## src/rtl/im_port_arbiter.sv

```systemverilog
// Single-port instruction memory arbiter: CPU fetch (read) vs program loader (write bursts).
// The loader normally wins, but after MAX_BURST consecutive beats a waiting fetch gets one slot.
module im_port_arbiter #(
   parameter int unsigned ADDR_W    = 5,
   parameter int unsigned DATA_W    = 32,
   parameter int unsigned MAX_BURST = 8
) (
   input  logic              clk_i,
   input  logic              rst_ni,
   input  logic              fetch_req_i,
   input  logic [9:0]        fetch_addr_i,
   output logic              fetch_gnt_o,
   output logic              fetch_rvalid_o,
   output logic [DATA_W-1:0] fetch_rdata_o,
   output logic              fetch_oob_o,
   input  logic              ld_valid_i,
   output logic              ld_ready_o,
   input  logic [ADDR_W-1:0] ld_addr_i,
   input  logic [DATA_W-1:0] ld_wdata_i,
   input  logic              ld_last_i,
   output logic              busy_loading_o,
   output logic              mem_en_o,
   output logic              mem_we_o,
   output logic [ADDR_W-1:0] mem_addr_o,
   output logic [DATA_W-1:0] mem_wdata_o,
   input  logic [DATA_W-1:0] mem_rdata_i
);

   localparam int unsigned CntW = $clog2(MAX_BURST + 1);
   localparam logic [CntW-1:0] MaxCnt = CntW'(MAX_BURST);

   typedef enum logic [0:0] {StIdle, StLoad} state_e;

   state_e          state_q, state_d;
   logic [CntW-1:0] cnt_q, cnt_d;
   logic            rvalid_q, oob_q;
   logic            yield, beat, fetch_gnt, addr_oob;

   // Fetch has waited out a full burst: steal exactly one slot from the loader.
   assign yield     = (state_q == StLoad) && (cnt_q == MaxCnt) && fetch_req_i;
   assign beat      = rst_ni && ld_valid_i && !yield;
   assign fetch_gnt = rst_ni && fetch_req_i && !beat;
   assign addr_oob  = (fetch_addr_i >> ADDR_W) != 10'd0;

   always_ff @(posedge clk_i or negedge rst_ni) begin
      if (!rst_ni) begin
         state_q  <= StIdle;
         cnt_q    <= '0;
         rvalid_q <= 1'b0;
         oob_q    <= 1'b0;
      end else begin
         state_q  <= state_d;
         cnt_q    <= cnt_d;
         rvalid_q <= fetch_gnt;
         oob_q    <= fetch_gnt && addr_oob;
      end
   end

   always_comb begin
      state_d = state_q;
      cnt_d   = cnt_q;
      unique case (state_q)
         StIdle: begin
            if (beat && !ld_last_i) begin
               state_d = StLoad;
               cnt_d   = CntW'(1);
            end
         end
         StLoad: begin
            if (beat) begin
               if (ld_last_i) begin
                  state_d = StIdle;
                  cnt_d   = '0;
               end else if (cnt_q != MaxCnt) begin
                  cnt_d = cnt_q + CntW'(1);
               end
            end else if (yield) begin
               cnt_d = '0;
            end
         end
      endcase
   end

   always_comb begin
      ld_ready_o     = rst_ni && !yield;
      fetch_gnt_o    = fetch_gnt;
      busy_loading_o = (state_q == StLoad);
      fetch_rvalid_o = rvalid_q;
      fetch_oob_o    = oob_q;
      // Out-of-range fetches still read memory; only the returned word becomes a NOP.
      fetch_rdata_o  = (rvalid_q && !oob_q) ? mem_rdata_i : '0;
      mem_en_o       = 1'b0;
      mem_we_o       = 1'b0;
      mem_addr_o     = '0;
      mem_wdata_o    = '0;
      if (beat) begin
         mem_en_o    = 1'b1;
         mem_we_o    = 1'b1;
         mem_addr_o  = ld_addr_i;
         mem_wdata_o = ld_wdata_i;
      end else if (fetch_gnt) begin
         mem_en_o    = 1'b1;
         mem_addr_o  = fetch_addr_i[ADDR_W-1:0];
      end
   end

endmodule

```

## config.mk

```make
export PLATFORM = sky130hd
export DESIGN_NAME = im_port_arbiter
export DESIGN_NICKNAME = d
export VERILOG_FILES = /design/src/rtl/im_port_arbiter.sv
export SDC_FILE = /design/constraint.sdc
export NUM_CORES = 1
export LEC_CHECK = 0
export CELL_PAD_IN_SITES_DETAIL_PLACEMENT = 1
export CELL_PAD_IN_SITES_GLOBAL_PLACEMENT = 1
export CORE_UTILIZATION = 13
export DETAILED_ROUTE_END_ITERATION = 12
export PLACE_DENSITY = 0.95
export SLEW_MARGIN = 20
export SYNTH_ARGS = -nofsm -noshare
export SYNTH_HDL_FRONTEND = slang
export SYNTH_SLANG_ARGS = --single-unit
```

## constraint.sdc

```tcl
create_clock -name clk_i -period 2.38 [get_ports clk_i]
set_input_delay 0.357 -clock clk_i [delete_from_list [all_inputs] [get_ports clk_i]]
set_output_delay 0.357 -clock clk_i [all_outputs]
set_load 0.02 [all_outputs]
```

* After elaboration in Yosys (flattened, before gate mapping)
Index checks and enable logic that the tools add are counted.
** Operators by class
- Add/sub/neg operators :: 1
- Multiply operators :: 0
- Div/mod/pow operators :: 0
- Order comparisons :: 0
- Equal/unequal tests :: 5
- Shift operators :: 0
- Muxes and demuxes :: 17
- Bitwise operators :: 1
- Reductions and logical operators :: 16
** Operator list (number)
- 2-to-1 mux 32 bit :: 2
- 2-to-1 mux 4 bit :: 5
- logical AND 1 bit :: 10
- 2-to-1 mux 5 bit :: 2
- nonzero test 10 bit :: 1
- one-hot mux 4 bit (2 select lines) :: 1
- 2-to-1 mux 1 bit :: 6
- adder 4 x 1 -> 4 bit, second input constant :: 1
- equality test 4 bit, second input constant :: 1
- zero test 1 bit :: 4
- inequality test 4 x 3 -> 1 bit, second input constant :: 1
- inequality test 4 bit, second input constant :: 1
- inequality test 3 x 1 -> 1 bit, second input constant :: 1
- AND reduction 3 bit :: 1
- inequality test 2 bit, second input constant :: 1
- one-hot mux 1 bit (2 select lines) :: 1
- NOT 1 bit :: 1
** Word-level totals
- Register bits :: 7
- Bits in latches :: 0
- Memory bits (writable) :: 0
- Memory bits (read-only) :: 0
- Input port bits :: 84
- Word-level logic and storage cells :: 44
- Memories :: 0

* Logic depth before layout (Yosys ltp)
Gate-level depths: netlist of the first run.
- Depth in word-level cells :: 9
- Mapped depth :: 7

* Least setup slack after synthesis of the first run
Ideal clock, no wire load.
- Path kind :: register -> output
- Start :: reg cnt_q[0]
- End :: out mem_addr_o[0]
- Arrival time :: 1.534 ns
- Data required time :: 2.023 ns
- Path slack :: 0.489 ns
- Stages on the path, launching flop included :: 6
- Buffers on the path :: 0
- Cell sequence :: dfrtp_1 -> inv_1 -> ha_1 -> nand4b_2 -> a21oi_2 -> a22o_1
** On the way
- Word-level cells in the longest chain between the ends :: 9
** RTL lines
- start, declared :: line 35 : logic [CntW-1:0] cnt_q, cnt_d;
- start signal, assigned :: line 53 : cnt_q <= cnt_d;
- equality test 4 bit :: line 40 : assign yield = (state_q == StLoad) && (cnt_q == MaxCnt) && fetch_req_i;
- logical AND 1 bit (2 in a row) :: line 40
- zero test 1 bit :: line 41 : assign beat = rst_ni && ld_valid_i && !yield;
- logical AND 1 bit :: line 41
- zero test 1 bit :: line 42 : assign fetch_gnt = rst_ni && fetch_req_i && !beat;
- logical AND 1 bit :: line 42
- via fetch_gnt_o :: line 12 : output logic fetch_gnt_o,
- 2-to-1 mux 5 bit :: line 101 : end else if (fetch_gnt) begin
- 2-to-1 mux 5 bit :: line 96 : if (beat) begin
- end, declared :: line 24 : output logic [ADDR_W-1:0] mem_addr_o,
The timed path passes the listed nets, and every way through them passes these cells.

* Worst setup path in the final report of the first run
- Start :: reg cnt_q[0]
- End :: out mem_wdata_o[15]
** On the way
- Word-level cells in the longest chain between the ends :: 6
** RTL lines
- equality test 4 bit :: line 40
- logical AND 1 bit (2 in a row) :: line 40
- zero test 1 bit :: line 41
- logical AND 1 bit :: line 41
- 2-to-1 mux 32 bit :: line 96
- end, declared :: line 25 : output logic [DATA_W-1:0] mem_wdata_o,
Every way passes these cells.

==> results.py, run 1 <==
metrics = {
    "timing": {
        "finalSetupTns_ps": 0,
        "rsz0062_at_grt": "false",
        "finalHoldViolCount": 0,
        "tightest_slew_ps": 259,
        "setup_viol": 0,
        "final.setup_skew_ps": 1.42,
        "min_period_over_period_pct": 95.8,
        "drv_slew": 0,
        "fin_crit_ps": 2280,
        "timing.fmax_mhz": 439,
        "slew_headroom_pct": 82.5,
        "holdWs_ps": 554,
    },
    "power": {
        "p_per_area_nw_per_um2": 271,
        "p_total_mw": 0.740,
        "peakVddDrop_v": 0.000142,
        "power_leakage_nw": 1.18,
    },
    "clock_network": {
        "cts_max_level": 1,
        "cts.sinks": 7,
        "clkLatencyLatePin_ps": 220,
        "cts_root_buffer": "clkbuf_8",
        "cts_tree": "built",
        "cts_buffer_depth": 2,
        "clk_pin_slew_ps": 40,
        "numCtsBuffers": 3,
        "cts_hold_buf": 0,
    },
    "worst_setup_path": {
        "path_buf_inv": 3,
        "crit_path_start": "cnt_q[0]",
        "path_cells": "inv_1 > ha_1 > and4b_4 > a21oi_2 > buf_12 > and2_1 > dlygate4sd2_1",
        "ff2ff_path_depth": 7,
        "slowest_delay_ps": 330,
        "path_class": "flip-flop to output pin",
        "r2r_start": "cnt_q[0]",
        "timing.rr.end": "cnt_q[2]",
        "crit_required_ps": 2020,
        "crit_path_end_kind": "output pin",
        "r2r_slack_ps": 820,
        "critPathArrivalTime_ps": 1920,
        "cp.depth": 7,
        "crit_path_end": "mem_wdata_o[15]",
        "crit_path_top_delay_cell": "dfrtp_1",
        "worstSetupStartpointType": "flip-flop",
        "crit_fanout": 40,
        "critPathTopFamily": "buffers and inverters",
    },
    "final_layout": {
        "layout.cells.non_filler": 387,
        "fin_util_pct": 39.7,
        "drive_gt1_share_pct": 10.7,
        "syn2layout_area_growth_pct": 193,
        "final_nets": 378,
        "antennaDiodeCount": 0,
    },
    "synth": {
        "syn_nets": 207,
        "yosysWarnings": 0,
        "yosys.area.top_type_share_pct": 43.0,
        "synth_top_cell_by_area": "and2_1",
        "avgSynthCellArea_um2": 7.70,
        "syn-cell-area_um2": 932,
        "synthArstFlopShare_pct": 100,
        "synth_enable_flop_cells": 0,
        "synth_ff_type": "dfrtp_1",
        "synth_area_leaders": "and2_1 (43%), dfrtp_1 (19%), a22o_1 (5.6%), ha_1 (2.7%), a21oi_2 (1.9%)",
        "synthDistinctLibCells": 32,
        "yosysSeqAreaShare_pct": 18.8,
        "synth-seq-cells": 7,
        "synth_cells": 121,
    },
    "route": {
        "wl_met1_um": 1620,
        "first_iter_violations": 19,
        "ant_nets": 0,
        "wl_per_cell_um": 12.6,
        "drt_wl_total_um": 4880,
        "first_pass_iters": 2,
        "wl_met2_um": 2600,
        "met3_length_um": 634,
        "top_layer": "met4",
        "routed_via_density": 3.91,
        "drc_errors": 0,
        "num_vias": 1513,
    },
    "placement": {
        "placed_cells": 383,
        "portBuffers": 159,
        "gp_congestion": 0.753,
        "dpl.hpwl_um": 4310,
    },
    "grt": {
        "antenna_found_initial": 0,
        "track_usage_pct": 12.3,
        "grt_pass1_wl_um": 7330,
        "grt_pass1_vias": 1591,
        "grt_max_degree": 41,
        "grt-ovfl-total": 0,
    },
    "die": {
        "die_w_um": 86.7,
        "die-area_um2": 7510,
        "ioPinCount": 160,
        "start_util_pct": 13.6,
        "core_um2": 6870,
        "die_h_um": 86.7,
        "placementRows": 30,
    },
    "run": {
        "cap_violations": 0,
    },
    "status": {
        "status": "completed",
    },
    "worst_hold_path": {
        "hold_class": "input port to async pin",
    },
}
[how the worst min path moves through the flow]
stage               startpoint   endpoint  slack (ps)
finish                  rst_ni  async pin         550
global route            rst_ni   cnt_q[0]         590
CTS                     rst_ni   cnt_q[0]         560
detailed placement    cnt_q[3]   cnt_q[3]         570
global placement      cnt_q[3]   cnt_q[3]         560
floorplan               rst_ni  async pin          60
[worst register-to-register path, delay by kind of cell (launching register included)]
family                     cells  cell delay [ps]
AOI/OAI and AO/OA              2              430
DFF                            1              360
buffers and inverters          2              240
and+or+nand+nor                2              220
adders and majority gates      1              200
[cell usage after synthesis (2+ instances only)]
master     count
and2_1        64
dfrtp_1        7
a22o_1         6
inv_1          4
nand2_1        4
clkbuf_1       3
a21oi_1        2
a21oi_2        2
clkbuf_2       2
ha_1           2
nand3_1        2
o21a_1         2
o2bb2ai_1      2
[layer usage]
layer  vias up  track usage, %
li1        735               -
met1       672            11.5
met2       104            25.1
met4         0            2.73
met5         -               0
met3         2            4.67
[where the power goes]
part | internal (mW) | total (mW) | leakage (nW) | switching (mW)
logic | 0.257 | 0.428 | 1.06 | 0.172
registers | 0.136 | 0.147 | 0.0910 | 0.0109
clock network | 0.116 | 0.164 | 0.0228 | 0.0484
total | 0.509 | 0.740 | 1.18 | 0.231
[cells by family after synthesis]
logic type,synth area share (%)
AOI/OAI and AO/OA,15.3
xor gates and xnor gates,0.940
adders and majority gates,2.68
buffers and inverters,5.91
DFF,18.8
muxes,1.07
and+or+nand+nor,55.3
[cell usage in the layout (no fill, tap or decap), drive strengths merged, types with 2 or more instances in the layout]
cell type | synthesis | final
a21oi | 4 | 4
a22o | 6 | 6
and2 | 65 | 65
buf | 2 | 14
clkbuf | 5 | 11
clkdlybuf4s15 | 0 | 26
clkdlybuf4s50 | 0 | 119
dfrtp | 7 | 7
dlygate4sd2 | 0 | 5
dlymetal6s2s | 0 | 2
ha | 2 | 2
inv | 4 | 4
nand2 | 5 | 5
nand3 | 2 | 2
o21a | 3 | 3
o2bb2ai | 2 | 2
[what timing repair did]
action | in CTS | in global routing
resized for setup | 38 | 42
gates cloned | 0 | 0
setup buffers | 0 | 0
endpoints found under the setup margin | 38 | 35
[area by class of cell]
type / instances / area, um2
repair buffers: 173 / 1670
well taps: 96 / 120
fillers: 808 / 4140
clock buffers: 4 / 45.0
multi-input cells: 103 / 702
flip-flops and latches: 7 / 175
inverters: 4 / 15.0
[stage by stage]
step / cell area, um2 / setup slack, ps
floorplan: 932 / 489
global placement: 2720 / -8.57
detailed placement: 2720 / -59.5
CTS: 2720 / 30.1
global route: 2730 / 0.596
finish: 2730 / 101
Power figures use the tool's default switching activity.
==> run 2, diff against run 1 <==
--- a/config.mk
+++ b/config.mk
@@ -9,8 +9,10 @@
 export CELL_PAD_IN_SITES_GLOBAL_PLACEMENT = 1
 export CORE_UTILIZATION = 13
 export DETAILED_ROUTE_END_ITERATION = 12
+export HOLD_SLACK_MARGIN = 0.02
 export PLACE_DENSITY = 0.95
 export SLEW_MARGIN = 20
 export SYNTH_ARGS = -nofsm -noshare
 export SYNTH_HDL_FRONTEND = slang
 export SYNTH_SLANG_ARGS = --single-unit
+export TNS_END_PERCENT = 5
==> results.py, run 2 (synthesis gave the netlist of run 1 again) <==
metrics = {
    "status": {
        "status": "completed",
    },
    "worst_setup_path": {
        "path_cells": "inv_1 > ha_1 > and4b_4 > a21oi_2 > buf_12 > and2_1 > dlygate4sd2_1",
        "r2r_slack_ps": 820,
        "critPathArrivalTime_ps": 1920,
        "path_buf_inv": 3,
        "critPathTopFamily": "buffers and inverters",
        "ff2ff_path_depth": 7,
        "crit_path_top_delay_cell": "dfrtp_1",
        "crit_required_ps": 2020,
        "worstSetupStartpointType": "flip-flop",
        "r2r_start": "cnt_q[0]",
        "path_class": "flip-flop to output pin",
        "slowest_delay_ps": 330,
        "crit_fanout": 40,
        "timing.rr.end": "cnt_q[2]",
        "crit_path_end_kind": "output pin",
    },
    "power": {
        "power_frac_comb_pct": 57.9,
        "peakVddDrop_v": 0.000142,
        "power_leakage_nw": 1.18,
        "p_clk_share_pct": 22.2,
        "switchingPower_mw": 0.231,
        "seqPwrFrac_pct": 19.9,
        "p_total_mw": 0.740,
        "p_int_mw": 0.509,
        "swShare_pct": 31.2,
        "p_per_area_nw_per_um2": 271,
    },
    "timing": {
        "rsz0062_at_grt": "true",
        "setup_viol": 0,
        "holdWs_ps": 554,
        "finalSetupTns_ps": 0,
        "timing.final.ws_setup_ps": 101,
        "drv_slew": 0,
        "min_period_over_period_pct": 95.8,
        "timing.fmax_mhz": 439,
        "tightest_slew_ps": 259,
        "final.setup_skew_ps": 1.42,
        "finalHoldViolCount": 0,
        "fin_crit_ps": 2280,
        "slew_headroom_pct": 82.5,
    },
    "route": {
        "drt_wl_total_um": 4890,
        "first_pass_iters": 2,
        "drc_errors": 0,
        "routed_via_density": 3.91,
        "wl_per_cell_um": 12.6,
        "first_iter_violations": 19,
        "num_vias": 1513,
        "ant_nets": 0,
    },
    "final_layout": {
        "final_cell_mix": "clkdlybuf4s50_1 (119), and2_1 (64), clkdlybuf4s15_1 (27), buf_4 (13), dfrtp_1 (7)",
        "layout.cells.non_filler": 387,
        "multiInputGateArea_um2": 702,
        "finish.instance_area_um2": 2740,
        "antennaDiodeCount": 0,
        "final_nets": 378,
        "regArea_um2": 175,
        "final_common_cell": "clkdlybuf4s50_1",
        "drive_gt1_share_pct": 10.3,
        "fill_cells": 808,
        "syn2layout_area_growth_pct": 193,
        "fin_util_pct": 39.8,
    },
    "clock_network": {
        "numCtsBuffers": 3,
        "cts_setup_buffers": 0,
        "clk_pin_slew_ps": 40,
        "cts_max_level": 1,
        "clkLatencyLatePin_ps": 220,
        "cts_hold_buf": 0,
        "cts_buffer_depth": 2,
        "cts_tree": "built",
        "cts.sinks": 7,
        "cts_root_buffer": "clkbuf_8",
    },
    "worst_hold_path": {
        "hold_class": "input port to async pin",
    },
    "grt": {
        "antenna_found_initial": 0,
        "track_usage_pct": 12.3,
        "grt-ovfl-total": 0,
        "grt_pass1_vias": 1591,
        "grt_pass1_wl_um": 7330,
        "grt_max_degree": 41,
    },
    "die": {
        "start_util_pct": 13.6,
        "ioPinCount": 160,
        "core_um2": 6870,
        "die_h_um": 86.7,
        "placementRows": 30,
        "die_w_um": 86.7,
        "die-area_um2": 7510,
    },
    "placement": {
        "placed_area_um2": 2720,
        "gp_congestion": 0.753,
        "dp_worst_setup_slack_ps": -59.5,
        "dpl.hpwl_um": 4310,
        "portBuffers": 159,
        "placed_cells": 383,
    },
    "run": {
        "cap_violations": 0,
    },
}
==> run 2: worst reg2reg max path: stages, from the launching register on <==
cell and delay [ps]:
dfrtp_1 360, inv_1 60, ha_1 200, nand4b_2 150, buf_4 180, o21ai_0 160
nor4b_1 70, a211o_1 270
==> run 2: cell type report <==
type / count / area share, %
inverters: 4 / 0.549
flip-flops and latches: 7 / 6.40
well taps: 96 / 4.39
multi-input cells: 103 / 25.7
repair buffers: 173 / 61.3
clock buffers: 4 / 1.65
==> run 2: per-layer routing <==
| layer | vias up | wire [um] | GRT usage (%) |
|---|---|---|---|
| met2 | 104 | 2600 | 25.1 |
| met3 | 2 | 631 | 4.67 |
| met1 | 672 | 1630 | 11.5 |
| met4 | 0 | 24 | 2.73 |
| met5 | - | 0 | 0 |
| li1 | 735 | - | - |
==> run 2: power groups by stage <==
stage	combinational (mW)	clock, mW	sequential (mW)
detailed placement	0.451	0	0.149
floorplan	0.154	0	0.159
global route	0.468	0.179	0.150
global placement	0.441	0	0.148
CTS	0.433	0.172	0.147
finish	0.429	0.164	0.147
==> run 2: repair_timing <==
action,in CTS,in global routing
gates resized for setup,38,41
endpoints found under the setup margin,38,35
cloned,0,0
==> run 2: how the worst max path moves through the flow <==
| stage | from | endpoint | slack (ps) | cells after the start |
|---|---|---|---|---|
| 2_1_floorplan | cnt_q[0] | mem_addr_o[0] | 490 | 5 |
| 3_3_place_gp | rst_ni | mem_addr_o[1] | -9 | 6 |
| 3_5_place_dp | ld_valid_i | mem_addr_o[0] | -60 | 6 |
| 4_1_cts | cnt_q[0] | mem_addr_o[0] | 30 | 7 |
| 5_1_grt | cnt_q[1] | mem_wdata_o[16] | -4 | 7 |
| 6_report | cnt_q[0] | mem_wdata_o[15] | 100 | 7 |
==> run 3, diff against run 2 <==
--- a/config.mk
+++ b/config.mk
@@ -7,10 +7,12 @@
 export LEC_CHECK = 0
 export CELL_PAD_IN_SITES_DETAIL_PLACEMENT = 1
 export CELL_PAD_IN_SITES_GLOBAL_PLACEMENT = 1
-export CORE_UTILIZATION = 13
+export CORE_AREA = 2 2 63 65
 export DETAILED_ROUTE_END_ITERATION = 12
+export DIE_AREA = 0 0 65 67
+export DONT_BUFFER_PORTS = 1
 export HOLD_SLACK_MARGIN = 0.02
-export PLACE_DENSITY = 0.95
+export PLACE_DENSITY = 0.68
 export SLEW_MARGIN = 20
 export SYNTH_ARGS = -nofsm -noshare
 export SYNTH_HDL_FRONTEND = slang
==> constraint.sdc (replaced) <==
create_clock -name clk_i -period 2.38 [get_ports clk_i]
set_input_delay 0.357 -clock clk_i [delete_from_list [all_inputs] [get_ports clk_i]]
set_output_delay 0.357 -clock clk_i [all_outputs]
set_load 0.01 [all_outputs]
==> results.py, run 3 (synthesis gave the netlist of run 1 again) <==
metrics = {
    "power": {
        "power_leakage_nw": 0.448,
        "peakVddDrop_v": 0.000227,
        "p_per_area_nw_per_um2": 458,
        "switchingPower_mw": 0.159,
        "p_total_mw": 0.468,
        "seqPwrFrac_pct": 34.7,
        "p_clk_share_pct": 35.0,
        "power_frac_comb_pct": 30.3,
        "swShare_pct": 33.9,
        "p_int_mw": 0.310,
    },
    "worst_setup_path": {
        "crit_fanout": 8,
        "ff2ff_path_depth": 5,
        "crit_path_end_kind": "output pin",
        "crit_required_ps": 2020,
        "worstSetupStartpointType": "flip-flop",
        "critPathArrivalTime_ps": 1880,
        "path_class": "flip-flop to output pin",
    },
    "timing": {
        "finalHoldViolCount": 0,
        "setup_viol": 0,
        "timing.final.ws_setup_ps": 140,
        "final.setup_skew_ps": 0.406,
        "drv_slew": 0,
        "slew_headroom_pct": 67.3,
        "rsz0062_at_grt": "false",
        "timing.fmax_mhz": 446,
        "tightest_slew_ps": 491,
        "fin_crit_ps": 2240,
        "finalSetupTns_ps": 0,
        "min_period_over_period_pct": 94.1,
    },
    "placement": {
        "placed_cells": 164,
        "dp_worst_setup_slack_ps": 349,
        "portBuffers": 0,
        "gp_congestion": 0.852,
        "dpl.hpwl_um": 3270,
    },
    "die": {
        "start_util_pct": 25.9,
        "core_um2": 3610,
        "placementRows": 22,
        "die_w_um": 65,
        "ioPinCount": 160,
        "die-area_um2": 4360,
        "die_h_um": 67,
    },
    "grt": {
        "grt_pass1_vias": 857,
        "track_usage_pct": 14.7,
        "antenna_found_initial": 0,
        "grt-ovfl-total": 0,
        "grt_pass1_wl_um": 4600,
        "grt_max_degree": 41,
    },
    "clock_network": {
        "cts_tree": "built",
        "cts_buffer_depth": 2,
        "cts.sinks": 7,
        "cts_max_level": 1,
        "clk_pin_slew_ps": 40,
        "cts_setup_buffers": 0,
        "numCtsBuffers": 3,
        "clkLatencyLatePin_ps": 220,
        "cts_root_buffer": "clkbuf_8",
    },
    "final_layout": {
        "syn2layout_area_growth_pct": 9.66,
        "final_nets": 208,
        "antennaDiodeCount": 0,
        "final_common_cell": "and2_1",
        "final_cell_mix": "and2_1 (64), dfrtp_1 (7), a22o_1 (6), inv_1 (4), nand2_1 (4)",
        "layout.cells.non_filler": 169,
        "drive_gt1_share_pct": 9.92,
    },
    "route": {
        "drc_errors": 0,
        "wl_per_cell_um": 21.6,
        "drt_wl_total_um": 3660,
        "ant_nets": 0,
        "first_pass_iters": 4,
        "num_vias": 896,
        "routed_via_density": 5.30,
        "first_iter_violations": 22,
    },
    "worst_hold_path": {
        "holdPathStages": 1,
        "hold_class": "input port to flip-flop",
    },
    "status": {
        "status": "completed",
    },
    "run": {
        "cap_violations": 0,
    },
}
==> run 3: changes by cell type in the layout (fill, tap and decap cells not counted), moves of 2 or more <==
cell / delta
buf_4: -11
clkbuf_2: -6
clkdlybuf4s15_1: -27
clkdlybuf4s50_1: -119
dlygate4sd2_1: -5
dlymetal6s2s_1: -2
==> run 3: area by class of cell <==
| type | count | area (um2) |
|---|---|---|
| clock buffers | 4 | 45.0 |
| fillers | 440 | 2580 |
| inverters | 4 | 15.0 |
| multi-input cells | 103 | 702 |
| flip-flops and latches | 7 | 175 |
| well taps | 48 | 60.1 |
| repair buffers | 3 | 25.0 |
==> run 3: routing by layer <==
layer	routed length, um	global-route usage (%)
met1	1060	12.6
met2	2170	32.3
met3	407	3.55
met4	19	3.99
met5	0	0
==> run 3: per-stage QoR <==
step | area [um2] | utilization, % | hold WS [ps]
2_1_floorplan | 932 | - | 61.4
4_1_cts | 1020 | 28.3 | 224
6_report | 1020 | 28.3 | 222
5_1_grt | 1020 | 28.3 | 228
3_3_place_gp | 967 | 26.8 | 61.6
3_5_place_dp | 967 | 26.8 | 61.7
==> run 3: timing repair <==
action,CTS,global route
hold endpoints to repair,7,0
hold buffers,1,0
gates resized for setup,0,0
==> run 3: final timing paths <==
check,endpoint,slack [ps],startpoint
max,mem_addr_o[4],140,cnt_q[0]
min,flip-flop,220,ld_last_i
max reg2reg,fetch_oob_o,750,cnt_q[0]
min reg2reg,cnt_q[1],560,cnt_q[1]
max in group asynchronous,cnt_q[0],1680,rst_ni
min in group asynchronous,fetch_oob_o,460,rst_ni
==> run 3: power groups by stage <==
stage | clock network, mW | registers, mW | logic, mW
2_1_floorplan | 0 | 0.157 | 0.120
3_3_place_gp | 0 | 0.160 | 0.133
3_5_place_dp | 0 | 0.164 | 0.141
4_1_cts | 0.168 | 0.162 | 0.146
5_1_grt | 0.175 | 0.166 | 0.160
6_report | 0.164 | 0.162 | 0.142
==> run 3: worst max-delay path: stages, from the launching register on <==
cell      delay [ps]
dfrtp_1          420
inv_1             80
ha_1             180
nand4b_2         220
a21oi_2          480
a22o_1           280
